### src/rtl/pipe_register_pkg.sv
// pipe_register_pkg
//   Shared constants for the pipe_register slice: default data width, default
//   stage count and the helper that sizes the occupancy counter.
package pipe_register_pkg;

  localparam int DEFAULT_WIDTH  = 8;
  localparam int DEFAULT_STAGES = 4;

  // Bits needed to hold an occupancy value in 0..stages inclusive.
  function automatic int count_width(input int stages);
    return $clog2(stages + 1);
  endfunction

endpackage

### src/rtl/pipe_stage.sv
// pipe_stage
//   One pipeline slot: a WIDTH-bit data register plus its valid bit.
//   Ports:
//     clk, rst_  - clock, asynchronous active-low reset (clears data and valid)
//     load       - capture d/d_valid on the rising edge
//     clear      - drop the valid bit, data holds; wins over load
//     d, d_valid - word and valid bit offered by the predecessor
//     q, q_valid - registered word and valid bit
module pipe_stage
  import pipe_register_pkg::*;
#(
  parameter int WIDTH = DEFAULT_WIDTH
) (
  input  logic             clk,
  input  logic             rst_,
  input  logic             load,
  input  logic             clear,
  input  logic [WIDTH-1:0] d,
  input  logic             d_valid,
  output logic [WIDTH-1:0] q,
  output logic             q_valid
);

  always_ff @(posedge clk or negedge rst_) begin
    if (!rst_) begin
      q       <= '0;
      q_valid <= 1'b0;
    end else if (clear) begin
      q_valid <= 1'b0;
    end else if (load) begin
      q       <= d;
      q_valid <= d_valid;
    end
  end

endmodule

### src/rtl/pipe_register.sv
// pipe_register
//   STAGES-deep register pipeline with per-stage valid bits, a combinational
//   ready chain that lets bubbles collapse, a global stall (enable) and a
//   synchronous flush that invalidates every stage.
//   Ports:
//     clk, rst_           - clock, asynchronous active-low reset
//     enable              - 0 freezes the whole pipe
//     flush               - clears all valid bits on the edge; beats everything
//     data, in_valid      - upstream word and its valid
//     in_ready            - pipe takes the upstream word this cycle
//     out, out_valid      - last-stage word (always driven) and its valid
//     out_ready           - downstream takes out this cycle
//     count               - registered number of valid stages
//
//   Handshake: a word moves across an interface on a rising edge only when
//   its valid and ready are both high in the cycle before that edge. Upstream
//   transfer is in_valid & in_ready; downstream transfer is
//   out_valid & out_ready & enable & !flush. in_ready never depends on
//   in_valid, and out_valid never depends on out_ready.
module pipe_register
  import pipe_register_pkg::*;
#(
  parameter int WIDTH  = DEFAULT_WIDTH,
  parameter int STAGES = DEFAULT_STAGES
) (
  input  logic                            clk,
  input  logic                            rst_,
  input  logic                            enable,
  input  logic                            flush,
  input  logic [WIDTH-1:0]                data,
  input  logic                            in_valid,
  output logic                            in_ready,
  output logic [WIDTH-1:0]                out,
  output logic                            out_valid,
  input  logic                            out_ready,
  output logic [count_width(STAGES)-1:0]  count
);

  localparam int CW = count_width(STAGES);

  logic [WIDTH-1:0] stage_q  [STAGES];
  logic             stage_v  [STAGES];
  logic [WIDTH-1:0] stage_d  [STAGES];
  logic             stage_dv [STAGES];

  // mv[i] = stage i loads this edge; mv[STAGES] stands for the downstream
  // consumer so the chain below has a uniform shape at every stage.
  logic [STAGES:0]  mv;
  logic             advance;
  logic             in_xfer;
  logic             out_xfer;

  assign advance = enable & ~flush;

  // A stage may load when it is empty or its successor is loading. Walking
  // from the output back to the input lets an empty slot anywhere in the
  // pipe pull everything upstream of it forward in the same cycle.
  always_comb begin
    mv         = '0;
    mv[STAGES] = out_ready;
    for (int i = STAGES - 1; i >= 0; i--) begin
      mv[i] = advance & (~stage_v[i] | mv[i+1]);
    end
  end

  // Gating with rst_ keeps in_ready low for the whole reset, since an empty
  // pipe would otherwise report ready.
  assign in_ready  = rst_ & mv[0];
  assign in_xfer   = in_valid & in_ready;
  assign out_xfer  = stage_v[STAGES-1] & out_ready & advance;
  assign out       = stage_q[STAGES-1];
  assign out_valid = stage_v[STAGES-1];

  for (genvar g = 0; g < STAGES; g++) begin : g_stage
    if (g == 0) begin : g_head
      assign stage_d[g]  = data;
      assign stage_dv[g] = in_valid;
    end else begin : g_body
      assign stage_d[g]  = stage_q[g-1];
      assign stage_dv[g] = stage_v[g-1];
    end

    pipe_stage #(
      .WIDTH (WIDTH)
    ) u_stage (
      .clk     (clk),
      .rst_    (rst_),
      .load    (mv[g]),
      .clear   (flush),
      .d       (stage_d[g]),
      .d_valid (stage_dv[g]),
      .q       (stage_q[g]),
      .q_valid (stage_v[g])
    );
  end

  // Occupancy tracks transfers rather than summing valid bits.
  always_ff @(posedge clk or negedge rst_) begin
    if (!rst_) begin
      count <= '0;
    end else if (flush) begin
      count <= '0;
    end else if (in_xfer && !out_xfer) begin
      count <= count + CW'(1);
    end else if (out_xfer && !in_xfer) begin
      count <= count - CW'(1);
    end
  end

endmodule

### config.mk
export PLATFORM = sky130hd
export DESIGN_NAME = pipe_register
export DESIGN_NICKNAME = d
export VERILOG_FILES = /design/src/rtl/pipe_register_pkg.sv /design/src/rtl/pipe_stage.sv /design/src/rtl/pipe_register.sv
export SDC_FILE = /design/constraint.sdc
export NUM_CORES = 1
export LEC_CHECK = 0
export CAP_MARGIN = 20
export CORE_ASPECT_RATIO = 0.9
export CORE_MARGIN = 4
export CORE_UTILIZATION = 47
export DETAILED_ROUTE_END_ITERATION = 8
export GPL_TIMING_DRIVEN = 0
export MAX_ROUTING_LAYER = met4
export PLACE_DENSITY = 0.75
export SLEW_MARGIN = 10
export SYNTH_ARGS = -nofsm -noshare
export SYNTH_HDL_FRONTEND = slang
export SYNTH_SLANG_ARGS = --single-unit
### constraint.sdc
create_clock -name clk -period 2.1 [get_ports clk]
set_input_delay 0.21 -clock clk [delete_from_list [all_inputs] [get_ports clk]]
set_output_delay 0.21 -clock clk [all_outputs]
set_load 0.005 [all_outputs]
==> reports/results.tsv <==
metric	value	unit
Final Hold Vio Count	0	
cell at the root of the clock tree	clkbuf_8	
initial antenna violation count	0	
final critical delay including setup and external delays	2.178	ns
Clock Skew	0.003760	ns
Critical Path Start Type	register	
largest stage delay on the critical path	0.52	ns
footprint of the flip-flops and latches	977.2	um2
Worst slew margin	0.7165	
clock-pin slew of the registers on the worst-case setup and hold paths	0.06	ns
worst hold path depth	2	
fraction of power consumed by the clock network	0.234	
post-placement cell count	188	
leading cell types in the layout, fill and taps excluded	dfrtp_1 (38), mux2_2 (33), clkdlybuf4s50_1 (21)	
cell depth of the worst flop-to-flop path	7	
Power Total	0.001905	W
IO Pins	27	
Util after Layout	0.6244	
TritonCTS clock tree	yes	
final antenna diode count	0	
total DRC errors in the routed layout	0	
failing checks	setup timing	
final-report max-slew violation count	0	
leakage power	0.9194	nW
Net Count, Synth	134	
met2 track demand over resource	0.2348	
result of the run	finished with violations	
met3 track demand over resource in global routing	0.03774	
final net count	171	
maximum clock frequency	459.1	MHz
power density over the cells	903.0	nW/um2
Horiz. Die Dim	70.27	um
total CTS buffers	5	
GRT busiest layer	met2	
Starting Density	0.4856	
slowest stage cell on the critical path	or4_4	
worst vdd ir	468.1	uV
area occupied by multi-input gates	663.1	um2
Congestion Overflow GR	0	
detailed-router iteration count before antenna repair	4	
count of port buffers added during placement	24	
synthesis-stage register bit count	39	
Global Route met1 Usage	0.1918	
GRT Overall Usage	0.1573	
number of cells produced by synthesis	119	
Iter 0 DRT Violations	20	
maximum buffer depth of the clock tree	2	
count of different cell masters after synthesis	28	
setup repair after global routing missed its margin	true	
routed wire length per instance	14.97	um
number of clock sinks seen by CTS	39	
layout cells sized above 1	0.3935	
Worst Max-Slew Pin Slew	0.4248	ns
die area	4500	um2
Avg Inst Size Synth	13.78	um2
total core area	3378	um2
global-route wire length before repair	5.168	mm
antenna viol nets, final	0	
floorplan die height	64.05	um
synthesized cell area	1640	um2
placer congestion estimate	0.7761	
minimum setup slack in the final design	-0.07830	ns
overall via count from detail_route	1022	
area added between synthesis and finish	28.60	%
arrival time of the worst setup path	2.35	ns
required time of the critical path	2.27	ns
final cycle utilization of the critical path	1.037	
Setup violations, final	1	
total internal power	0.001449	W
ordered list of cells on the worst path	a31oi_2 -> nor2_1 -> nor3_2 -> fa_2 -> or4_4 -> a21boi_2 -> mux2_4	
Seq/Total Area, Yosys	0.5950	
sum of routed wire length over all layers	2.979	mm
Row Count	20	
pin count of the biggest net entering global routing	37	
# H-tree levels	2	
Clock Latency Late Sink	0.29	ns
Final Non-Filler Cells	199	
count of max-cap constraint violations	0	
HPWL Detailed	2.161	mm
Synth warnings	0	
critical-path maximum fanout	3	
worst setup path class	register to register	
fill cell instance count of the final layout	272	
switching share of power	0.2394	
number of global-route vias before repair	1087	
sequential share of power	0.541	
via/cell ratio	5.136	
Logic pwr share	0.224	
Tightest Hold Check Type	primary input to register	
Critical Path Sink Type	register	
switching component of the power	0.0004559	W
commonest non-fill, non-tap cell in the layout	dfrtp_1	
DP Worst Slack	-0.4951	ns
## routing by layer
| layer | vias to the layer above | share of wire |
|---|---|---|
| li1 | 489 | - |
| met1 | 498 | 0.44 |
| met2 | 28 | 0.48 |
| met3 | 7 | 0.045 |
| met4 | 0 | 0.028 |
| met5 | - | 0 |
## sequential cells by signal (all words and copies together), names as in the netlist
name	cells
count	3
g_stage.u_stage.q	32
g_stage.u_stage.q_valid	4
## critical path, delay by kind of cell (launching register included)
kind | cells | cell delay [ns]
AND/OR/NAND/NOR | 3 | 0.71
flip-flops | 1 | 0.38
AO/OA/AOI/OAI | 2 | 0.30
adder cells (fa/ha/maj) | 1 | 0.36
multiplexers | 1 | 0.32
## power groups by stage
| stage | Sequential (W) | Combinational [W] | Clock, W |
|---|---|---|---|
| finish | 0.00103 | 0.000428 | 0.000446 |
| CTS | 0.00104 | 0.000437 | 0.000464 |
| global route | 0.00106 | 0.000466 | 0.000493 |
| detailed placement | 0.00105 | 0.000424 | 0 |
| global placement | 0.00103 | 0.000397 | 0 |
| floorplan | 0.00102 | 0.000205 | 0 |
## area by class of cell
cell class	instances	area share
flip-flops and latches	39	0.4632
well taps	44	0.02610
plain buffers	4	0.009490
repair buffers	31	0.1453
multi-input cells	71	0.3144
clock buffers	6	0.03440
inverters	4	0.007117
## final timing paths
check	to	start	slack [ns]
worst min-delay path	g_stage[3].u_stage.q_valid	flush	0.19
worst max register to register	count[2]	g_stage[2].u_stage.q_valid	-0.08
min in group asynchronous	count[2]	rst_	0.35
worst min register to register	g_stage[1].u_stage.q[7]	g_stage[0].u_stage.q[7]	0.50
max in group asynchronous	g_stage[2].u_stage.q[2]	rst_	1.41
worst max-delay path	count[2]	g_stage[2].u_stage.q_valid	-0.08
## synthesized netlist by cell type
library cell	number	area (um2)
o21ai_0	1	5.000
a211oi_1	1	7.510
o311a_1	1	10.01
nor2b_1	2	12.51
a21o_2	2	17.52
or4_1	1	7.510
inv_1	4	15.01
buf_2	4	20.02
nor3_1	1	5.000
nand4b_1	1	8.760
a21oi_1	2	10.01
nor2_1	8	30.03
nor2_2	1	6.260
clkbuf_2	1	5.000
mux2_1	1	11.26
nand2b_1	2	12.51
xnor2_1	1	8.760
a21boi_1	1	7.510
a31oi_1	1	6.260
fa_1	1	20.02
nor4bb_1	1	10.01
a22o_1	1	8.760
and3_4	1	11.26
mux2_2	33	371.6
nand2_1	4	15.01
and3_1	1	6.260
a22oi_1	2	15.01
dfrtp_1	39	975.9
## kinds of logic (layout without fill, tap and decap cells)
| family | Yosys count | count (layout) | synth area share |
|---|---|---|---|
| AO/OA/AOI/OAI | 12 | 12 | 0.05340 |
| XOR/XNOR | 1 | 1 | 0.005340 |
| AND/OR/NAND/NOR | 23 | 23 | 0.07628 |
| buffers and inverters | 9 | 45 | 0.02440 |
| multiplexers | 34 | 34 | 0.2334 |
| adder cells (fa/ha/maj) | 1 | 1 | 0.01220 |
| flip-flops | 39 | 39 | 0.5950 |
## stage by stage
stage / cell area [um2] / hold slack (ns) / setup TNS, ns
2_1_floorplan: 1648 / -0.08559 / 0
3_3_place_gp: 1943 / 0.4825 / -7.112
3_5_place_dp: 1958 / 0.06157 / -0.4963
4_1_cts: 2096 / 0.1950 / -0.03228
5_1_grt: 2110 / 0.2221 / -0.1161
6_report: 2110 / 0.1945 / -0.07830
## timing repair
action,in CTS,in global routing
setup buffers,4,0
endpoints found under the setup margin,2,2
resized for setup,7,3
hold buffers,2,0
cloned,0,0
pin swaps,1,1
hold endpoints to repair,4,0
(Power assumes the default switching activity.)
